==> src/rtl/qam_pkg.sv <==
// ---------------------------------------------------------------------------
// qam_pkg
// Shared definitions for the QAM symbol mapper and its helpers:
//   - qam_mode_e      : modulation-order encodings (11 is reserved, mapped as QPSK)
//   - bits_per_symbol : number of serial bits that make one symbol for a mode
//   - gray_to_level   : Gray-coded axis field -> signed odd-integer level
// ---------------------------------------------------------------------------
package qam_pkg;

    typedef enum logic [1:0] {
        MODE_QPSK  = 2'b00,
        MODE_16QAM = 2'b01,
        MODE_64QAM = 2'b10,
        MODE_RSVD  = 2'b11
    } qam_mode_e;

    // Bits per symbol: 2 / 4 / 6; the reserved code behaves like QPSK.
    function automatic logic [2:0] bits_per_symbol(input qam_mode_e mode);
        case (mode)
            MODE_16QAM: return 3'd4;
            MODE_64QAM: return 3'd6;
            default:    return 3'd2;
        endcase
    endfunction

    // Converts a Gray field of axis_bits (1..3) bits, right-aligned in gray,
    // to the level 2n - (2^b - 1). Unused upper Gray bits must be zero, which
    // lets one xor-cascade serve all three widths. Every level lies in -7..+7,
    // so the 4-bit wrap-around subtraction is exact as a signed result.
    function automatic logic signed [3:0] gray_to_level(input logic [2:0] gray,
                                                        input logic [1:0] axis_bits);
        logic [3:0] bin;
        logic [3:0] offset;
        bin    = {1'b0, gray ^ (gray >> 1) ^ (gray >> 2)};
        offset = (4'd1 << axis_bits) - 4'd1;
        return $signed((bin << 1) - offset);
    endfunction

endpackage

==> src/rtl/qam_symbol_mapper_if.sv <==
// ---------------------------------------------------------------------------
// qam_symbol_mapper_if
// Mapped-symbol output stream (valid/ready).
//   I_data, Q_data : signed levels of the current head symbol
//   out_valid      : head symbol present
//   out_ready      : consumer takes the head when out_valid && out_ready
// master = mapper side, slave = consumer side.
// ---------------------------------------------------------------------------
interface qam_symbol_mapper_if #(
    parameter int LVL_W = 4
);
    logic signed [LVL_W-1:0] I_data;
    logic signed [LVL_W-1:0] Q_data;
    logic                    out_valid;
    logic                    out_ready;

    modport master (output I_data, output Q_data, output out_valid, input out_ready);
    modport slave  (input  I_data, input  Q_data, input  out_valid, output out_ready);
endinterface

==> src/rtl/qam_sym_fifo.sv <==
// ---------------------------------------------------------------------------
// qam_sym_fifo
// Synchronous show-ahead FIFO: head_data always presents the oldest entry.
// Ports:
//   clk, rst_n        : clock, asynchronous active-low reset
//   push, push_data   : write request and data
//   pop               : remove the head (ignored when empty)
//   head_data         : oldest entry, zero while empty
//   full, empty       : occupancy flags
// A push while full succeeds only if a pop happens in the same cycle.
// DEPTH must be a power of two, >= 2.
// ---------------------------------------------------------------------------
module qam_sym_fifo #(
    parameter int WIDTH = 8,
    parameter int DEPTH = 4
) (
    input  logic             clk,
    input  logic             rst_n,
    input  logic             push,
    input  logic [WIDTH-1:0] push_data,
    input  logic             pop,
    output logic [WIDTH-1:0] head_data,
    output logic             full,
    output logic             empty
);

    localparam int AW = $clog2(DEPTH);

    // One extra pointer bit tells full from empty when the indices match.
    logic [AW:0]      wr_ptr;
    logic [AW:0]      rd_ptr;
    logic [WIDTH-1:0] mem [DEPTH];
    logic             push_en;
    logic             pop_en;

    assign empty   = (wr_ptr == rd_ptr);
    assign full    = (wr_ptr[AW] != rd_ptr[AW]) && (wr_ptr[AW-1:0] == rd_ptr[AW-1:0]);
    assign pop_en  = pop && !empty;
    assign push_en = push && (!full || pop_en);

    // Gating the head with empty keeps the output at zero after reset without
    // having to clear the storage array.
    assign head_data = empty ? '0 : mem[rd_ptr[AW-1:0]];

    always_ff @(posedge clk) begin
        if (push_en) begin
            mem[wr_ptr[AW-1:0]] <= push_data;
        end
    end

    always_ff @(posedge clk or negedge rst_n) begin
        if (!rst_n) begin
            wr_ptr <= '0;
            rd_ptr <= '0;
        end else begin
            if (push_en) begin
                wr_ptr <= wr_ptr + (AW+1)'(1);
            end
            if (pop_en) begin
                rd_ptr <= rd_ptr + (AW+1)'(1);
            end
        end
    end

endmodule

==> src/rtl/qam_symbol_mapper.sv <==
// ---------------------------------------------------------------------------
// qam_symbol_mapper
// Collects a serial bit stream into QPSK / 16-QAM / 64-QAM symbols, Gray-maps
// each symbol to signed odd-integer I/Q levels and queues the result in a
// show-ahead FIFO with a valid/ready output.
// Ports:
//   clk, rst_n         : data clock, asynchronous active-low reset
//   enable             : mapping enable; low discards any partial symbol
//   mode               : 00 QPSK, 01 16-QAM, 10 64-QAM, 11 treated as QPSK
//   data_in/data_valid : serial bit, first bit of a symbol is its MSB
//   iq (master)        : I_data, Q_data, out_valid, out_ready
//   overflow, ovf_clr  : sticky dropped-symbol flag and its clear
//   sym_count          : wrapping count of pushed symbols (SYMBOL_COUNT_EN)
// Build option: define SYMBOL_COUNT_EN to add the sym_count port and counter.
// LVL_W must be >= 4 so that the 64-QAM levels of +/-7 fit.
// ---------------------------------------------------------------------------
module qam_symbol_mapper
    import qam_pkg::*;
#(
    parameter int LVL_W = 4,
    parameter int DEPTH = 4
`ifdef SYMBOL_COUNT_EN
   ,parameter int CNT_W = 16
`endif
) (
    input  logic                clk,
    input  logic                rst_n,
    input  logic                enable,
    input  logic [1:0]          mode,
    input  logic                data_in,
    input  logic                data_valid,
    input  logic                ovf_clr,
    output logic                overflow,
`ifdef SYMBOL_COUNT_EN
    output logic [CNT_W-1:0]    sym_count,
`endif
    qam_symbol_mapper_if.master iq
);

    logic [2:0]              bit_cnt;
    logic [4:0]              shift_reg;
    qam_mode_e               cur_mode;
    qam_mode_e               eff_mode;
    logic [5:0]              shift_next;
    logic [2:0]              sym_bits;
    logic                    bit_accept;
    logic                    sym_done;
    logic [2:0]              i_gray;
    logic [2:0]              q_gray;
    logic [1:0]              axis_bits;
    logic signed [3:0]       i_lvl4;
    logic signed [3:0]       q_lvl4;
    logic [2*LVL_W-1:0]      push_data;
    logic [2*LVL_W-1:0]      head_data;
    logic                    fifo_full;
    logic                    fifo_empty;
    logic                    fifo_pop;
    logic                    sym_drop;

    assign bit_accept = enable && data_valid;

    // The first bit of a symbol sees the live mode input; later bits use the
    // latched copy, so a mid-symbol mode change only affects the next symbol.
    assign eff_mode   = (bit_cnt == 3'd0) ? qam_mode_e'(mode) : cur_mode;
    assign sym_bits   = bits_per_symbol(eff_mode);
    assign shift_next = {shift_reg, data_in};
    assign sym_done   = bit_accept && (bit_cnt == sym_bits - 3'd1);

    // Bit collection. Only the previous five bits are stored; the completing
    // bit is used straight from data_in through shift_next.
    always_ff @(posedge clk or negedge rst_n) begin
        if (!rst_n) begin
            bit_cnt   <= 3'd0;
            shift_reg <= 5'd0;
            cur_mode  <= MODE_QPSK;
        end else if (!enable) begin
            bit_cnt   <= 3'd0;
            shift_reg <= 5'd0;
        end else if (data_valid) begin
            if (bit_cnt == 3'd0) begin
                cur_mode <= qam_mode_e'(mode);
            end
            if (sym_done) begin
                bit_cnt   <= 3'd0;
                shift_reg <= 5'd0;
            end else begin
                bit_cnt   <= bit_cnt + 3'd1;
                shift_reg <= shift_next[4:0];
            end
        end
    end

    // Split the completed symbol (right-aligned in shift_next) into its
    // I (upper half) and Q (lower half) Gray fields.
    always_comb begin
        i_gray    = {2'b00, shift_next[1]};
        q_gray    = {2'b00, shift_next[0]};
        axis_bits = 2'd1;
        case (eff_mode)
            MODE_16QAM: begin
                i_gray    = {1'b0, shift_next[3:2]};
                q_gray    = {1'b0, shift_next[1:0]};
                axis_bits = 2'd2;
            end
            MODE_64QAM: begin
                i_gray    = shift_next[5:3];
                q_gray    = shift_next[2:0];
                axis_bits = 2'd3;
            end
            default: begin
                i_gray    = {2'b00, shift_next[1]};
                q_gray    = {2'b00, shift_next[0]};
                axis_bits = 2'd1;
            end
        endcase
    end

    assign i_lvl4    = gray_to_level(i_gray, axis_bits);
    assign q_lvl4    = gray_to_level(q_gray, axis_bits);
    assign push_data = {LVL_W'(i_lvl4), LVL_W'(q_lvl4)};

    assign fifo_pop  = iq.out_ready && !fifo_empty;
    assign sym_drop  = sym_done && fifo_full && !fifo_pop;

    qam_sym_fifo #(
        .WIDTH (2*LVL_W),
        .DEPTH (DEPTH)
    ) u_fifo (
        .clk       (clk),
        .rst_n     (rst_n),
        .push      (sym_done),
        .push_data (push_data),
        .pop       (fifo_pop),
        .head_data (head_data),
        .full      (fifo_full),
        .empty     (fifo_empty)
    );

    assign iq.out_valid = !fifo_empty;
    assign iq.I_data    = head_data[2*LVL_W-1:LVL_W];
    assign iq.Q_data    = head_data[LVL_W-1:0];

    // A new drop wins over a simultaneous clear so no loss goes unreported.
    always_ff @(posedge clk or negedge rst_n) begin
        if (!rst_n) begin
            overflow <= 1'b0;
        end else if (sym_drop) begin
            overflow <= 1'b1;
        end else if (ovf_clr) begin
            overflow <= 1'b0;
        end
    end

`ifdef SYMBOL_COUNT_EN
    logic push_ok;

    assign push_ok = sym_done && (!fifo_full || fifo_pop);

    always_ff @(posedge clk or negedge rst_n) begin
        if (!rst_n) begin
            sym_count <= '0;
        end else if (push_ok) begin
            sym_count <= sym_count + CNT_W'(1);
        end
    end
`endif

endmodule

==> src/flat_wrapper.sv <==
// flat-port wrapper written by rule: the top's interface ports become plain ports
module qam_symbol_mapper_flat import qam_pkg::*;
#(
    parameter int LVL_W = 4,
    parameter int DEPTH = 4

)
  (clk, rst_n, enable, mode, data_in, data_valid, ovf_clr, overflow, iq_I_data, iq_Q_data, iq_out_valid, iq_out_ready);
  qam_symbol_mapper_if #(.LVL_W(LVL_W)) iq_i ();
  input  logic clk;
  input  logic rst_n;
  input  logic enable;
  input  logic [1:0] mode;
  input  logic data_in;
  input  logic data_valid;
  input  logic ovf_clr;
  output logic overflow;
  output wire logic [$bits(iq_i.I_data)-1:0] iq_I_data;
  output wire logic [$bits(iq_i.Q_data)-1:0] iq_Q_data;
  output wire logic [$bits(iq_i.out_valid)-1:0] iq_out_valid;
  input wire logic [$bits(iq_i.out_ready)-1:0] iq_out_ready;
  assign iq_I_data = iq_i.I_data;
  assign iq_Q_data = iq_i.Q_data;
  assign iq_out_valid = iq_i.out_valid;
  assign iq_i.out_ready = iq_out_ready;
  qam_symbol_mapper #(.LVL_W(LVL_W), .DEPTH(DEPTH)) u_core (.clk(clk), .rst_n(rst_n), .enable(enable), .mode(mode), .data_in(data_in), .data_valid(data_valid), .ovf_clr(ovf_clr), .overflow(overflow), .iq(iq_i));
endmodule
==> config.mk <==
export PLATFORM = sky130hd
export DESIGN_NAME = qam_symbol_mapper_flat
export DESIGN_NICKNAME = d
export VERILOG_FILES = /design/src/rtl/qam_pkg.sv /design/src/rtl/qam_symbol_mapper_if.sv /design/src/rtl/qam_sym_fifo.sv /design/src/rtl/qam_symbol_mapper.sv /design/src/flat_wrapper.sv
export SDC_FILE = /design/constraint.sdc
export NUM_CORES = 1
export LEC_CHECK = 0
export ABC_AREA = 1
export CAP_MARGIN = 20
export CORE_MARGIN = 2
export CORE_UTILIZATION = 35
export DETAILED_ROUTE_END_ITERATION = 12
export MAX_ROUTING_LAYER = met4
export PLACE_DENSITY = 0.66
export SLEW_MARGIN = 20
export SYNTH_ARGS = -nofsm -noshare
export SYNTH_HDL_FRONTEND = slang
export SYNTH_SLANG_ARGS = --single-unit
==> constraint.sdc <==
create_clock -name clk -period 2.8 [get_ports clk]
set_input_delay 0.56 -clock clk [delete_from_list [all_inputs] [get_ports clk]]
set_output_delay 0.56 -clock clk [all_outputs]
set_load 0.05 [all_outputs]
======== After elaboration in Yosys (flattened, before gate mapping) ========
Memories as Yosys holds them, arrays and structs flattened.
Index checks and enable logic that the tools add are counted.
operators by class
  multiplexer cells ....................... 16
  shifts and indexed selects .............. 1
  eq/ne operators ......................... 7
  bitwise operators ....................... 4
  reductions and logical operators ........ 15
  add/subtract/negate cells ............... 7
operators by type and width
  kind                                                                 count
  3-bit case mux with 2 select lines                                   3
  5-bit 2-to-1 mux                                                     3
  3-bit by 1-bit adder with 3-bit output (second input constant)       3
  3-bit 2-to-1 mux                                                     3
  1-bit logical AND                                                    8
  8-bit 2-to-1 mux                                                     1
  4-bit subtractor                                                     2
  3-bit == test                                                        2
  3-bit by 1-bit XOR with 3-bit output                                 2
  3-bit by 2-bit XOR with 3-bit output                                 2
  1-bit 2-to-1 mux                                                     4
  2-bit case mux with 2 select lines                                   1
  1-bit by 2-bit left shift with 4-bit output (first input constant)   1
  4-bit by 1-bit subtractor with 4-bit output (second input constant)  1
  1-bit zero test                                                      3
  3-bit zero test                                                      1
  3-bit by 1-bit subtractor with 3-bit output (second input constant)  1
  2-bit by 1-bit == test with 1-bit output (second input constant)     1
  2-bit == test                                                        1
  2-bit == test (second input constant)                                1
  2-bit 2-to-1 mux                                                     1
  2-bit by 1-bit != test with 1-bit output (second input constant)     1
  2-bit AND reduction                                                  1
  2-bit nonzero test                                                   1
  other kinds (2)                                                      2
storage, ports and cells
  input port bits ......................... 9
  register bits ........................... 17
  output and inout port bits .............. 10
  bits in writable memories ............... 32
  memories ................................ 1
memories
  name               depth  bits a word  read ports  clocked after memory_dff  write ports  RTL line            source
  u_core.u_fifo.mem  4      8            1           0                         1            qam_sym_fifo.sv:32  logic [WIDTH-1:0] mem [DEPTH];

======== Logic depth before layout (Yosys ltp) ========
  depth after elaboration ................. 10
  mapped depth ............................ 18
  depth with buffers taken out ............ 18

======== Hierarchy ========
A second synthesis with hierarchy kept.
second synthesis, totals
  cell total of the unflattened synthesis .. 289
  area, all modules ....................... 2670.1 um2
by module, submodules not included
  module             instances  cells each  sequential area each (um2)  area each (um2)
  qam_sym_fifo       1          162         1111.1                      1781.7
  qam_symbol_mapper  1          127         275.3                       888.4

======== Worst setup path after synthesis ========
No wires, ideal clock.
  kind .................................... reg2reg
  start point ............................. register u_core.bit_cnt[0]
  end point ............................... memory u_core.u_fifo.mem[0][7] (data pin)
  path buffers ............................ 1
  stages on the path, launching flop included .. 18
  slack ................................... -50 ps
  data arrival time ....................... 2670 ps
  library setup time ...................... 180 ps
  path through ............................ dfrtp_1 -> inv_1 -> ha_1 -> nand2_1 -> o21ai_0 -> inv_1 -> ha_1 -> buf_2 -> inv_1 -> nand2_1 -> nand2_1 -> nand2_1 -> nand3_1 -> nand2_1 -> ha_1 -> nand2_1 -> o21ai_0 -> xor2_1
on the way
  longest elaborated chain between the ends .. 7
  elaborated cells on any way between the ends .. 11
  classes of those cells .................. 2 x add/sub; 2 x eq/ne; 1 x shift; 3 x mux; 2 x bitwise; 1 x reduce/logical
RTL lines
  what                                                                                                 RTL line                      source
  start, declared                                                                                      qam_symbol_mapper.sv:40       logic [2:0] bit_cnt;
  start signal, assigned                                                                               qam_symbol_mapper.sv:87       bit_cnt <= bit_cnt + 3'd1;
  3-bit zero test *                                                                                    qam_symbol_mapper.sv:64       assign eff_mode = (bit_cnt == 3'd0) ? qam_mode_e'(mode) : cur_mode;
  2-bit 2-to-1 mux *                                                                                   qam_symbol_mapper.sv:64
  net u_core.eff_mode[1]                                                                               qam_symbol_mapper.sv:43       qam_mode_e eff_mode;
  2-bit == test or 2-bit by 1-bit == test with 1-bit output (tied branches)                            qam_symbol_mapper.sv:99       case (eff_mode)
  2-bit case mux with 2 select lines or 3-bit case mux with 2 select lines (tied branches)             qam_symbol_mapper.sv:99
  1-bit by 2-bit left shift with 4-bit output or 3-bit by 2-bit XOR with 3-bit output (tied branches)  qam_pkg.sv:35, qam_pkg.sv:34
  4-bit by 1-bit subtractor with 4-bit output or 3-bit by 1-bit XOR with 3-bit output (tied branches)  qam_pkg.sv:35, qam_pkg.sv:34
  4-bit subtractor *                                                                                   qam_pkg.sv:36                 return $signed((bin << 1) - offset);
  net u_core.i_lvl4[3]                                                                                 qam_symbol_mapper.sv:51       logic signed [3:0] i_lvl4;
  end, declared                                                                                        qam_sym_fifo.sv:32
The timed path passes the listed nets; every way through them passes the cells marked *.

======== Worst setup path after layout ========
  start point ............................. input port mode[0]
  end point ............................... memory u_core.u_fifo.mem[3][7] (data pin)
on the way
  longest elaborated chain between the ends .. 6
  elaborated cells on any way between the ends .. 10
  classes of those cells .................. 2 x add/sub; 2 x eq/ne; 1 x shift; 3 x mux; 2 x bitwise
RTL lines
  what                                                                                                 RTL line                      source
  start, declared                                                                                      flat_wrapper.sv:13            input logic [1:0] mode;
  2-bit 2-to-1 mux *                                                                                   qam_symbol_mapper.sv:64
  net u_core.eff_mode[0]                                                                               qam_symbol_mapper.sv:43
  2-bit == test or 2-bit by 1-bit == test with 1-bit output (tied branches)                            qam_symbol_mapper.sv:99
  2-bit case mux with 2 select lines or 3-bit case mux with 2 select lines (tied branches)             qam_symbol_mapper.sv:99
  1-bit by 2-bit left shift with 4-bit output or 3-bit by 2-bit XOR with 3-bit output (tied branches)  qam_pkg.sv:35, qam_pkg.sv:34
  4-bit by 1-bit subtractor with 4-bit output or 3-bit by 1-bit XOR with 3-bit output (tied branches)  qam_pkg.sv:35, qam_pkg.sv:34
  4-bit subtractor *                                                                                   qam_pkg.sv:36
  net u_core.i_lvl4[3]                                                                                 qam_symbol_mapper.sv:51
Marks and branches as above.

==> out/qor.txt <==
Status = finished, final reports clean
All-layer global routing usage = 0.138
Hold Crit Class = flop to flop
Final period utilization = 0.931
DRC = 0
Worst slew margin = 0.482
DR vias/cell = 4.55
Chip Width = 88.3 um
First-pass DRT Iterations = 6
FF+latch count, synth = 45
Crit. End Element = flop
Crit path buffers/inverters = 3
Finished Layout Cells = 410
Clk sinks = 45
Total Nets Final = 335
Placed cell count = 401
Post-route cell area = 3160 um^2
Wire per inst = 11.2 um
Core Region = 6830 um^2
CP Class = input pin to flop
Clock Latency Late Sink = 0.30 ns
Post-Syn Area per Cell = 9.52 um^2
Num CTS Buffers = 5
Leakage = 1.41 nW
Yosys warns = 0
CTS clk-pin slew, worst paths = 0.09 ns
Worst r2r dst = u_core.u_fifo.mem[3][7]$_DFFE_PP_
Most used cell, CP = nand2_1
Clock tree buffer depth = 2
Worst path cell trace = clkdlybuf4s50_1, inv_1, o21ai_4, inv_2, ha_4, nand2_1, nand2_1, nand3b_1, nand3_1, nand2_2, ha_4, nand2_1, o21ai_1, xor2_1
DP HPWL = 3530 um
Max FFs per register = 28
Stages on the worst setup path = 14
Area share of the largest cell type after synthesis = 0.338
Largest net degree at the start of global routing = 18
Cell taking the most area after synthesis = edfxtp_1
Clock skew = 0.00426 ns
Cell count after synthesis = 261
Via count = 1866
Initial Util = 0.364
Sw frac = 0.465
Max-cap violations = 0
Root Buffer = clkbuf_8
Crit. Startpoint = mode[0]
Max-slew violation count = 0
Finish-stage setup viols = 0
Placed Area = 2970 um^2
Fraction of layout cells with a size suffix above 1 = 0.296
Port buffer count = 18
CP endpoint = u_core.u_fifo.mem[3][7]$_DFFE_PP_
CP peak stage delay = 0.45 ns
Fin. Hold Viols = 0
Synth unique cells = 32
Share of total power in the clock network = 0.145
Hold_buf cts = 0
Least-Margin Pin Slew = 0.774 ns
Worst Path Required = 2.92 ns
Sequential share of the synthesized area = 0.510
Cell Rows = 30
Min Tclk post-route = 2.61 ns
Reg2Reg Setup Slack = 0.22 ns
Worst vdd ir = 0.272 mV
CTS tree = done
CP delay by family, top = buffers and inverters
Initial antenna violation count = 0
Post-synth net total = 283
Sequential Power Share = 0.323
Post-synthesis cell area = 2480 um^2
Max FO, Critical Path = 5
Ranking of synthesized cells by area = edfxtp_1, dfrtp_1, nand2_1, ha_1, inv_1
DR iter-0 viols = 61
Slowest-stage cell, CP = clkdlybuf4s50_1
Vias in the first global route = 1773
Pwr/cell area = 903 nW/um^2
CTS H-tree depth = 2
Area Overhead vs Synth = 27.1%
Reg2reg start = u_core.bit_cnt[1]$_DFFE_PN0P_
Comb pwr share = 0.533
Critical Path AT = 2.72 ns
Worst Setup Start Kind = input pin
Routed WL = 4600 um
Inserted Diodes = 0
Worst Reg-to-Reg Cells = 16
Ports = 19
P_int = 1.53 mW
Routability cong. = 0.794
Die H = 88.3 um
Grt ovf = 0
Peak Freq = 384 MHz
Die Footprint = 7790 um^2
Net Sw Power = 1.33 mW
Remaining antenna violation count after routing = 0
First-pass GRT wire length = 8070 um
worst min-delay path by stage:
stage	start	cells past startpoint	to
final	u_core.cur_mode[1]$_DFFE_PN0P_	2	u_core.cur_mode[1]$_DFFE_PN0P_
after CTS	u_core.cur_mode[0]$_DFFE_PN0P_	2	u_core.cur_mode[0]$_DFFE_PN0P_
after global placement	u_core.cur_mode[0]$_DFFE_PN0P_	2	u_core.cur_mode[0]$_DFFE_PN0P_
after floorplan	rst_n	0	u_core.bit_cnt[0]$_DFFE_PN0P_
after detailed placement	u_core.cur_mode[0]$_DFFE_PN0P_	2	u_core.cur_mode[0]$_DFFE_PN0P_
after global routing	u_core.cur_mode[1]$_DFFE_PN0P_	2	u_core.cur_mode[1]$_DFFE_PN0P_
cells by family after synthesis:
kind of cell	Yosys count	share of synthesized area
XOR/XNOR	10	0.0383
AND/OR/NAND/NOR	108	0.221
buffers and inverters	44	0.0705
AO/OA/AOI/OAI	41	0.0952
adder cells (fa/ha/maj)	13	0.0655
flip-flops	45	0.510
synthesized netlist by cell type (all sizes together):
master,count
o32ai,5
edfxtp,28
xnor2,4
o22ai,8
xor2,6
a21oi,4
clkbuf,1
buf,4
nor2,23
ha,13
nand2,66
o21ai,23
nand3,15
inv,39
nor3,1
nand4,2
nand3b,1
o31ai,1
dfrtp,17
final cells by class:
type	instances	area [um^2]
Clock inverter	3	25.0
Multi-Input combinational cell	172	1130
Inverter	39	149
Timing Repair Buffer	50	398
Sequential cell	45	1270
Tap cell	96	120
Fill cell	667	3670
Clock buffer	5	68.8
worst min-delay path, delay by kind of cell (launching register included):
family | cells | cell delay (ns)
flip-flops | 1 | 0.36
AO/OA/AOI/OAI | 1 | 0.07
AND/OR/NAND/NOR | 1 | 0.05
placed cells by master, fill, tap and decap left out, types with 2 or more instances in the layout:
cell	count
nor2_2	4
clkbuf_8	5
nand3_1	13
o21ai_0	18
dfrtp_1	17
clkdlybuf4s50_1	9
xnor2_1	2
inv_2	8
ha_4	3
xnor2_2	2
edfxtp_1	28
ha_1	9
nor2_1	17
o21ai_1	3
nand2_1	50
nand2_2	12
o32ai_1	5
a21oi_1	3
buf_4	41
xor2_1	6
nand2_4	4
inv_1	30
o22ai_1	8
repair_timing:
action	4_1_cts	5_1_grt
resized for setup	4	21
setup endpoints to repair	4	48
pin swaps	1	2
buffers inserted	0	1
power by group through the flow:
stage | combinational, mW | clock (mW) | sequential, mW
after floorplan | 1.10 | 0 | 0.895
after global placement | 1.44 | 0 | 0.932
after detailed placement | 1.47 | 0 | 0.937
after CTS | 1.49 | 0.428 | 0.923
after global routing | 1.69 | 0.447 | 0.935
final | 1.52 | 0.412 | 0.921
metrics by stage:
step | util | setup slack (ns) | hold slack, ns | TNS (ns) | power [mW]
global placement | 0.435 | -0.246 | 0.472 | -6.25 | 2.37
global route | 0.462 | -0.0386 | 0.554 | -0.177 | 3.07
finish | 0.462 | 0.193 | 0.518 | 0 | 2.85
floorplan | - | 0.0137 | 0.264 | 0 | 1.99
CTS | 0.451 | 0.00515 | 0.499 | 0 | 2.84
detailed placement | 0.435 | -0.311 | 0.477 | -7.14 | 2.41
per-layer routing:
metal	track usage	share of wire	vias up
met2	0.230	0.51	32
li1	-	-	969
met3	0.0280	0.032	7
met4	0.0455	0.015	0
met5	-	0	-
met1	0.169	0.44	858
No activity file was read; power rests on OpenSTA's default activity.
